--- config.mk ---
export PLATFORM = sky130hd
export DESIGN_NAME = morse2ascii
export DESIGN_NICKNAME = d
export VERILOG_FILES = /design/src/rtl/morse_pkg.sv /design/src/rtl/morse_rx_fifo.sv /design/src/rtl/morse2ascii.sv
export SDC_FILE = /design/constraint.sdc
export NUM_CORES = 1
export LEC_CHECK = 0
export CAP_MARGIN = 20
export CORE_UTILIZATION = 55
export DETAILED_ROUTE_END_ITERATION = 8
export PLACE_DENSITY = 0.81
export SYNTH_ARGS = -nofsm -noshare
export SYNTH_HDL_FRONTEND = slang
export SYNTH_SLANG_ARGS = --single-unit
--- constraint.sdc ---
create_clock -name clk -period 2.8 [get_ports clk]
set_clock_uncertainty 0.2 [all_clocks]
set_input_delay 0.42 -clock clk [delete_from_list [all_inputs] [get_ports clk]]
set_output_delay 0.42 -clock clk [all_outputs]
set_load 0.02 [all_outputs]
--- src/rtl/morse_pkg.sv ---
// Shared Morse timing constants and the code table.
// The transmitter uses the same table, so encode and decode stay in step.
package morse_pkg;

    localparam int unsigned DOT_MAX_UNITS  = 2;
    localparam int unsigned CHAR_GAP_UNITS = 2;
    localparam int unsigned WORD_GAP_UNITS = 5;
    localparam int unsigned MAX_ELEMS      = 6;

    localparam logic [7:0] ASCII_SPACE   = 8'h20;
    localparam logic [7:0] ASCII_UNKNOWN = 8'h3F;

    // code holds the low len bits, first element in the MSB; dot=0, dash=1.
    function automatic logic [7:0] morse_lookup(input logic [5:0] code, input logic [2:0] len);
        logic [7:0] c;
        c = ASCII_UNKNOWN;
        case (len)
            3'd1: c = code[0] ? 8'h54 : 8'h45;
            3'd2: begin
                case (code[1:0])
                    2'b00:   c = 8'h49;
                    2'b01:   c = 8'h41;
                    2'b10:   c = 8'h4E;
                    default: c = 8'h4D;
                endcase
            end
            3'd3: begin
                case (code[2:0])
                    3'b000:  c = 8'h53;
                    3'b001:  c = 8'h55;
                    3'b010:  c = 8'h52;
                    3'b011:  c = 8'h57;
                    3'b100:  c = 8'h44;
                    3'b101:  c = 8'h4B;
                    3'b110:  c = 8'h47;
                    default: c = 8'h4F;
                endcase
            end
            3'd4: begin
                case (code[3:0])
                    4'b0000: c = 8'h48;
                    4'b0001: c = 8'h56;
                    4'b0010: c = 8'h46;
                    4'b0100: c = 8'h4C;
                    4'b0110: c = 8'h50;
                    4'b0111: c = 8'h4A;
                    4'b1000: c = 8'h42;
                    4'b1001: c = 8'h58;
                    4'b1010: c = 8'h43;
                    4'b1011: c = 8'h59;
                    4'b1100: c = 8'h5A;
                    4'b1101: c = 8'h51;
                    default: c = ASCII_UNKNOWN;
                endcase
            end
            3'd5: begin
                case (code[4:0])
                    5'b11111: c = 8'h30;
                    5'b01111: c = 8'h31;
                    5'b00111: c = 8'h32;
                    5'b00011: c = 8'h33;
                    5'b00001: c = 8'h34;
                    5'b00000: c = 8'h35;
                    5'b10000: c = 8'h36;
                    5'b11000: c = 8'h37;
                    5'b11100: c = 8'h38;
                    5'b11110: c = 8'h39;
                    default:  c = ASCII_UNKNOWN;
                endcase
            end
            default: c = ASCII_UNKNOWN;
        endcase
        return c;
    endfunction

endpackage

--- src/rtl/morse_rx_fifo.sv ---
// First-word-fall-through FIFO for decoded characters.
// A push while full is accepted only when a pop frees a slot in the same cycle.
module morse_rx_fifo #(
    parameter int unsigned DEPTH = 4,
    parameter int unsigned WIDTH = 8
) (
    input  logic             clk,
    input  logic             arst,
    input  logic             push,
    input  logic [WIDTH-1:0] push_data,
    input  logic             pop,
    output logic [WIDTH-1:0] rd_data,
    output logic             full,
    output logic             empty
);

    localparam int unsigned PTR_W = $clog2(DEPTH);

    logic [WIDTH-1:0] mem [DEPTH];
    logic [PTR_W-1:0] wr_ptr_q, rd_ptr_q;
    logic [PTR_W:0]   count_q, count_d;
    logic             do_push, do_pop;

    always_comb begin
        empty   = (count_q == '0);
        full    = (count_q == (PTR_W+1)'(DEPTH));
        do_pop  = pop & ~empty;
        do_push = push & (~full | do_pop);
        count_d = count_q;
        case ({do_push, do_pop})
            2'b10:   count_d = count_q + 1'b1;
            2'b01:   count_d = count_q - 1'b1;
            default: count_d = count_q;
        endcase
        // Head reads as zero while empty so the output is defined after reset.
        rd_data = empty ? '0 : mem[rd_ptr_q];
    end

    always_ff @(posedge clk or posedge arst) begin
        if (arst) begin
            wr_ptr_q <= '0;
            rd_ptr_q <= '0;
            count_q  <= '0;
        end else begin
            if (do_push) wr_ptr_q <= wr_ptr_q + 1'b1;
            if (do_pop)  rd_ptr_q <= rd_ptr_q + 1'b1;
            count_q <= count_d;
        end
    end

    always_ff @(posedge clk) begin
        if (do_push) mem[wr_ptr_q] <= push_data;
    end

endmodule

--- src/rtl/morse2ascii.sv ---
// Morse receiver: synchronises the line, times marks and gaps in units of PRESCALER
// clocks, decodes each character and queues the ASCII result in a small FIFO.
module morse2ascii
    import morse_pkg::*;
#(
    parameter int unsigned PRESCALER = 100,
    parameter int unsigned DEPTH     = 4
) (
    input  logic       clk,
    input  logic       arst,
    input  logic       morse_in,
    input  logic       rd_en,
    output logic [7:0] ascii_out,
    output logic       empty,
    output logic       overrun
);

    localparam int unsigned SAT   = WORD_GAP_UNITS * PRESCALER;
    localparam int unsigned CNT_W = $clog2(SAT + 1);

    localparam logic [CNT_W-1:0] CNT_SAT  = CNT_W'(SAT);
    localparam logic [CNT_W-1:0] DOT_LIM  = CNT_W'(DOT_MAX_UNITS * PRESCALER);
    localparam logic [CNT_W-1:0] CHAR_GAP = CNT_W'(CHAR_GAP_UNITS * PRESCALER);
    localparam logic [2:0]       ELEM_TOO_LONG = 3'(MAX_ELEMS + 1);

    logic             s_meta, s_in;
    logic [CNT_W-1:0] mark_q, mark_d, gap_q, gap_d;
    logic [5:0]       code_q, code_d;
    logic [2:0]       elem_cnt_q, elem_cnt_d;
    logic             word_pending_q, word_pending_d;
    logic             overrun_q, overrun_d;
    logic             mark_end, char_end, word_end;
    logic             push, pop, full;
    logic [7:0]       push_data;

    always_ff @(posedge clk or posedge arst) begin
        if (arst) begin
            s_meta <= 1'b0;
            s_in   <= 1'b0;
        end else begin
            s_meta <= morse_in;
            s_in   <= s_meta;
        end
    end

    always_comb begin
        mark_d = '0;
        gap_d  = '0;
        if (s_in) mark_d = (mark_q == CNT_SAT) ? CNT_SAT : mark_q + 1'b1;
        else      gap_d  = (gap_q  == CNT_SAT) ? CNT_SAT : gap_q  + 1'b1;

        // mark_q still holds the finished mark length in the first space cycle.
        mark_end = ~s_in && (mark_q != '0);
        char_end = (gap_d == CHAR_GAP) && (gap_q != CHAR_GAP) && (elem_cnt_q != '0);
        word_end = (gap_d == CNT_SAT) && (gap_q != CNT_SAT) && word_pending_q;

        code_d         = code_q;
        elem_cnt_d     = elem_cnt_q;
        word_pending_d = word_pending_q;
        if (mark_end) begin
            code_d = {code_q[4:0], (mark_q >= DOT_LIM)};
            if (elem_cnt_q != ELEM_TOO_LONG) elem_cnt_d = elem_cnt_q + 1'b1;
        end
        if (char_end) begin
            code_d         = '0;
            elem_cnt_d     = '0;
            word_pending_d = 1'b1;
        end
        if (word_end) word_pending_d = 1'b0;

        push      = char_end | word_end;
        push_data = char_end ? morse_lookup(code_q, elem_cnt_q) : ASCII_SPACE;
        pop       = rd_en & ~empty;
        overrun_d = overrun_q | (push & full & ~pop);
    end

    always_ff @(posedge clk or posedge arst) begin
        if (arst) begin
            mark_q         <= '0;
            gap_q          <= '0;
            code_q         <= '0;
            elem_cnt_q     <= '0;
            word_pending_q <= 1'b0;
            overrun_q      <= 1'b0;
        end else begin
            mark_q         <= mark_d;
            gap_q          <= gap_d;
            code_q         <= code_d;
            elem_cnt_q     <= elem_cnt_d;
            word_pending_q <= word_pending_d;
            overrun_q      <= overrun_d;
        end
    end

    morse_rx_fifo #(
        .DEPTH (DEPTH),
        .WIDTH (8)
    ) u_fifo (
        .clk       (clk),
        .arst      (arst),
        .push      (push),
        .push_data (push_data),
        .pop       (pop),
        .rd_data   (ascii_out),
        .full      (full),
        .empty     (empty)
    );

    assign overrun = overrun_q;

endmodule

==> results.cfg, run 1 <==
[status]
outcome = complete, but fails checks
violations = negative setup slack

[global_routing]
grt_most_used_layer = met2
gr-usage-met2_pct = 38.9
grt_pass1_wl_mm = 12.9
use_met1_pct = 29.6
grt.total_usage_pct = 23.6
grt_max_degree = 38
antenna_found_initial = 0
met3_usage_pct = 4.55
grt_overflow = 0
grt_pass1_vias = 2717

[synthesis]
synth_common_cells = nor2_1, dfrtp_1, edfxtp_1, inv_1, ha_1
yosysWarnings = 0
syn_area_um2 = 3670
synth_cell_types = 55
synthAdderAreaFrac_pct = 8.38
post-synth-top-area-cell = dfrtp_1
ys_async_sr_fraction_pct = 56.9
synth.area.top_cells = dfrtp_1, edfxtp_1, ha_1
synth_top_area_share_pct = 25.2
synth-compound-area-share_pct = 12.4
avgSynthCellArea_um2 = 10.7
synth_top_family_by_area = simple AND/OR/NAND/NOR gates
synthMuxAreaShare_pct = 6.40
yosys_register_bits = 65
synthXorXnorAreaFrac_pct = 4.77
syn_inst = 345
synth_most_common_cell = nor2_1
synthSimpleGateAreaFrac_pct = 15.2
synth_nets = 373
synth_edf_count = 28
yosysSeqAreaShare_pct = 48.1
synthFlopType = dfrtp_1

[sta]
worstMarginPinSlew_ns = 0.714
hold_viol = 0
setup_viol = 2
min_period_over_period_pct = 103
slew_violations = 0
rsz0062_at_grt = true
max_freq_mhz = 346
worst_slack_ns = -0.0883
period_needed_ns = 2.89
max-slew-margin-rel_pct = 52.4

[worst_setup_path]
crit_path_start = gap_q[0]$_DFF_PP0_
path_max_fanout = 3
path_cells = inv_2 -> ha_4 -> nand3_2 -> or3_4 -> a2111o_1 -> a211oi_4 -> inv_1 -> ha_2 -> inv_2 -> fa_1 -> xor2_1 -> nor2_1 -> xor2_1
cp-end-kind = flop
crit_path_top_delay_cell = a2111o_1
critPathMaxStageDelay_ns = 0.43
critical-path-top-delay-family = compound AO/OA/AOI/OAI gates
critical_path_required_ns = 2.84
critPathKind = reg -> reg
crit-reg2reg-launch = gap_q[0]$_DFF_PP0_
worstSetupStartpointType = flop
cp.arrival_ns = 2.93
path_buf_inv = 3

[pwr]
power_density_nw_per_um2 = 742
netSwitchingFraction_pct = 36.4
combPwrFrac_pct = 36.4
switching_power_mw = 1.17
power.total_mw = 3.23
internal_power_mw = 2.06
peakVddDrop_mv = 0.648
seqPwrFrac_pct = 37.4
leakagePower_nw = 1.80
clkPwrFrac_pct = 26.2

[worst_hold_path]
min_from = s_meta$_DFF_PP0_
hold_path.class = reg -> reg

[finish]
stdcell_area_um2 = 4350
fin_cells = 463
fin_util_pct = 68.1
drive_gt1_share_pct = 21.8
nets = 409
diodes = 0
fill_cells = 459
area_delta_synth_final_pct = 18.4

[clock_network]
max-clock-path-buffers = 2
clock-sinks = 65
path_clk_slew_ns = 0.07
cts_made_buffers = 9
cts-root-buf = clkbuf_8
cts_hold_buf = 0
tritoncts = done
insertion_delay_ns = 0.35
htree_levels = 3

[floorplanning]
die_h_um = 83.7
num_io_pins = 14
start_util_pct = 57.5
coreArea_um2 = 6390
dieArea_um2 = 7010
die_w_um = 83.7
row_count = 29

[place]
hpwlAfterDp_mm = 5.21
gp_congestion = 0.981
dp_slack_ns = -0.0612
port_buffers = 12
post_dp_cell_area_um2 = 4000
place_inst = 442

[routing]
vias = 2708
wl_mm = 7.81
drt-initial-drc-count = 153
drt_pass1_iterations = 4
antenna_left = 0
drt-wirelength-per-cell_um = 16.9
drc = 0
vias_per_cell = 5.85

[job]
maxCapViolCount = 0
[power by group through the flow]
stage	logic [mW]	registers, mW	clock network (mW)
detailed placement	1.05	1.26	0
global placement	1.03	1.25	0
CTS	1.07	1.24	0.860
finish	1.18	1.21	0.846
floorplan	0.870	1.17	0
global route	1.29	1.22	0.901
[path summary, 6_finish.rpt]
kind | to | slack (ns) | cells past startpoint
setup / recovery | u_fifo.count_q[2]$_DFFE_PP0P_ | -0.09 | 13
setup reg to reg | u_fifo.count_q[2]$_DFFE_PP0P_ | -0.09 | 13
max in group asynchronous | gap_q[4]$_DFF_PP0_ | 1.77 | 3
hold reg to reg | s_in$_DFF_PP0_ | 0.16 | 0
min in group asynchronous | u_fifo.wr_ptr_q[1]$_DFFE_PP0P_ | 0.28 | 3
hold / removal | s_in$_DFF_PP0_ | 0.16 | 0
[placed cells by master (no fill, tap or decap), types with 11 or more instances in the layout]
master           Yosys  layout
clkdlybuf4s50_1      0      12
buf_4                2      26
ha_1                23      20
a21oi_1             16      16
and2_1              11      11
edfxtp_1            28      28
dfrtp_1             37      35
nand2_1             21      21
nor2_1              40      39
o21ai_0             14      13
inv_1               26      23
[registers in the layout, indices dropped and copies added (netlist names), 2 cells and up]
signal	flops
code_q	5
elem_cnt_q	3
gap_q	9
mark_q	9
u_fifo.count_q	3
u_fifo.mem	28
u_fifo.rd_ptr_q	2
u_fifo.wr_ptr_q	2
[logic make-up (layout without fill, tap and decap cells)]
kind of cell / after synthesis / in the layout
AND/OR/NAND/NOR: 113 / 113
adder cells (fa/ha/maj): 24 / 24
buffers and inverters: 43 / 84
flip-flops: 65 / 65
XOR/XNOR: 20 / 20
multiplexers: 13 / 13
AO/OA/AOI/OAI: 66 / 66
other: 1 / 1
[layout make-up]
class | instances | area, um^2 | area share (%)
repair buffers | 41 | 343 | 7.88
inverters | 27 | 101 | 2.33
clock inverters | 6 | 63.8 | 1.47
clock buffers | 10 | 149 | 3.42
well taps | 77 | 96.3 | 2.21
flip-flops and latches | 65 | 1770 | 40.7
multi-input cells | 237 | 1830 | 42.0
[metrics by stage]
stage | hold slack, ns | TNS (ns)
finish | 0.157 | -0.150
global route | 0.169 | -0.358
CTS | 0.162 | -0.0884
detailed placement | 0.145 | -0.111
global placement | 0.136 | 0
floorplan | 0.131 | -0.305
[routing by layer]
layer  part of all wire [%]  wire (um)
met5                      0          0
met3                    3.4        269
met1                     42       3320
met4                    3.2        250
met2                     51       3970
[what timing repair did]
action,CTS,global route
resized for setup,5,20
pin swaps,3,7
setup buffers,3,5
setup endpoints to repair,9,53
Power figures use the tool's default switching activity.
==> inputs of run 2 (changes only) <==
--- a/config.mk
+++ b/config.mk
@@ -8,6 +8,7 @@
 export CAP_MARGIN = 20
 export CORE_UTILIZATION = 55
 export DETAILED_ROUTE_END_ITERATION = 8
+export HOLD_SLACK_MARGIN = 0.12
 export PLACE_DENSITY = 0.81
 export SYNTH_ARGS = -nofsm -noshare
 export SYNTH_HDL_FRONTEND = slang
==> constraint.sdc (replaced) <==
create_clock -name clk -period 2.8 [get_ports clk]
set_clock_uncertainty 0.2 [all_clocks]
set_input_delay 0.42 -clock clk [delete_from_list [all_inputs] [get_ports clk]]
set_output_delay 0.42 -clock clk [all_outputs]
set_load 0.005 [all_outputs]
==> results.cfg, run 2 (synthesized netlist as in run 1, its figures left out) <==
[pwr]
power_density_nw_per_um2 = 735
peakVddDrop_mv = 0.485
leakagePower_nw = 1.78
power.total_mw = 3.19

[worst_setup_path]
cp.arrival_ns = 2.93
critPathKind = reg -> reg
cp-end-kind = flop
worstRegToRegCells = 13
crit_cells = 13
path_buf_inv = 3
critical_path_required_ns = 2.84
path_cells = inv_2 -> ha_4 -> nand3_2 -> or3_4 -> a2111o_1 -> a211oi_4 -> inv_1 -> ha_2 -> inv_2 -> fa_1 -> xor2_1 -> nor2_1 -> xor2_1
path_max_fanout = 3
critPathMaxStageDelay_ns = 0.43
critical-path-top-delay-family = compound AO/OA/AOI/OAI gates
crit_path_top_delay_cell = a2111o_1
worstSetupStartpointType = flop

[global_routing]
antenna_found_initial = 0
grt_pass1_vias = 2717
grt_pass1_wl_mm = 12.9
grt.total_usage_pct = 23.6
grt_overflow = 0
grt_max_degree = 38

[finish]
reg.largest.list = u_fifo.mem: 28 flops, gap_q: 9 flops, mark_q: 9 flops
diodes = 0
fill_cells = 466
nets = 406
stdcell_area_um2 = 4330
layout_commonest_cell = nor2_1
mostFrequentLayoutCells = nor2_1, dfrtp_1, edfxtp_1
multiInputGateArea_um2 = 1830
regMostFlops = u_fifo.mem
drive_gt1_share_pct = 21.1
seqCellArea_um2 = 1770
area_delta_synth_final_pct = 17.9
largest_reg_flops = 28

[clock_network]
tritoncts = done
cts_hold_buf = 0
path_clk_slew_ns = 0.07
cts-root-buf = clkbuf_8
cts_made_buffers = 9
clock-sinks = 65
max-clock-path-buffers = 2
htree_levels = 3
insertion_delay_ns = 0.35

[floorplanning]
num_io_pins = 14
die_h_um = 83.7
dieArea_um2 = 7010
start_util_pct = 57.5
die_w_um = 83.7
coreArea_um2 = 6390
row_count = 29

[worst_hold_path]
hold_path.class = reg -> reg
holdPathStages = 0

[routing]
vias = 2718
drc = 0
antenna_left = 0
drt-initial-drc-count = 165
drt_pass1_iterations = 4
vias_per_cell = 5.91
wl_mm = 7.89
drt-wirelength-per-cell_um = 17.2

[place]
port_buffers = 12
hpwlAfterDp_mm = 5.21
gp_congestion = 0.981
post_dp_cell_area_um2 = 4000
dp_slack_ns = -0.0612

[sta]
max_freq_mhz = 346
worst_slack_ns = -0.0868
setup_viol = 2
hold_viol = 0
rsz0062_at_grt = true
max-slew-margin-rel_pct = 52.4
hold-worst-slack_ns = 0.157
period_needed_ns = 2.89
min_period_over_period_pct = 103
worstMarginPinSlew_ns = 0.714
slew_violations = 0

[job]
maxCapViolCount = 0

[status]
outcome = complete, but fails checks
violations = negative setup slack
run 2: what timing repair did:
item,4_1_cts,5_1_grt
resized for setup,5,20
pin swaps,3,7
endpoints found under the setup margin,9,46
setup buffers,3,2
run 2: worst paths after layout:
path | startpoint | slack [ns] | endpoint
max | gap_q[0]$_DFF_PP0_ | -0.09 | u_fifo.count_q[2]$_DFFE_PP0P_
min | s_meta$_DFF_PP0_ | 0.16 | s_in$_DFF_PP0_
max reg2reg | gap_q[0]$_DFF_PP0_ | -0.09 | u_fifo.count_q[2]$_DFFE_PP0P_
min reg2reg | s_meta$_DFF_PP0_ | 0.16 | s_in$_DFF_PP0_
max in group asynchronous | arst | 1.77 | gap_q[4]$_DFF_PP0_
min in group asynchronous | arst | 0.28 | u_fifo.wr_ptr_q[1]$_DFFE_PP0P_
run 2: final cells by class:
class                   instances  area share, %
multi-input cells             237           42.2
flip-flops and latches         65           40.8
repair buffers                 38           7.45
clock buffers                  10           3.44
inverters                      27           2.34
well taps                      77           2.22
clock inverters                 6           1.47
run 2: through the flow:
step,util [%],instances,TNS [ns]
5_1_grt,67.8,460,-0.423
3_3_place_gp,62.7,442,0
4_1_cts,66.6,461,-0.0884
2_1_floorplan,-,345,-0.305
6_report,67.8,460,-0.158
3_5_place_dp,62.7,442,-0.111
run 2: routing by layer:
layer | routed length, um | track usage [%]
met5 | 0 | 0
met4 | 271 | 12.5
met3 | 369 | 4.55
met2 | 3920 | 38.9
met1 | 3330 | 29.6
run 2: power by group:
part	internal (mW)	total, mW	switching, mW
Combinational	0.485	1.10	0.613
Sequential	1.08	1.24	0.161
Clock	0.465	0.844	0.379
Total	2.03	3.19	1.15
==> inputs of run 3 (changes only) <==
--- a/config.mk
+++ b/config.mk
@@ -10,6 +10,7 @@
 export DETAILED_ROUTE_END_ITERATION = 8
 export HOLD_SLACK_MARGIN = 0.12
 export PLACE_DENSITY = 0.81
+export SLEW_MARGIN = 20
 export SYNTH_ARGS = -nofsm -noshare
 export SYNTH_HDL_FRONTEND = slang
 export SYNTH_SLANG_ARGS = --single-unit
==> results of run 3 <==
Same layout as run 2: the final DEF is identical, and so are final timing and power.
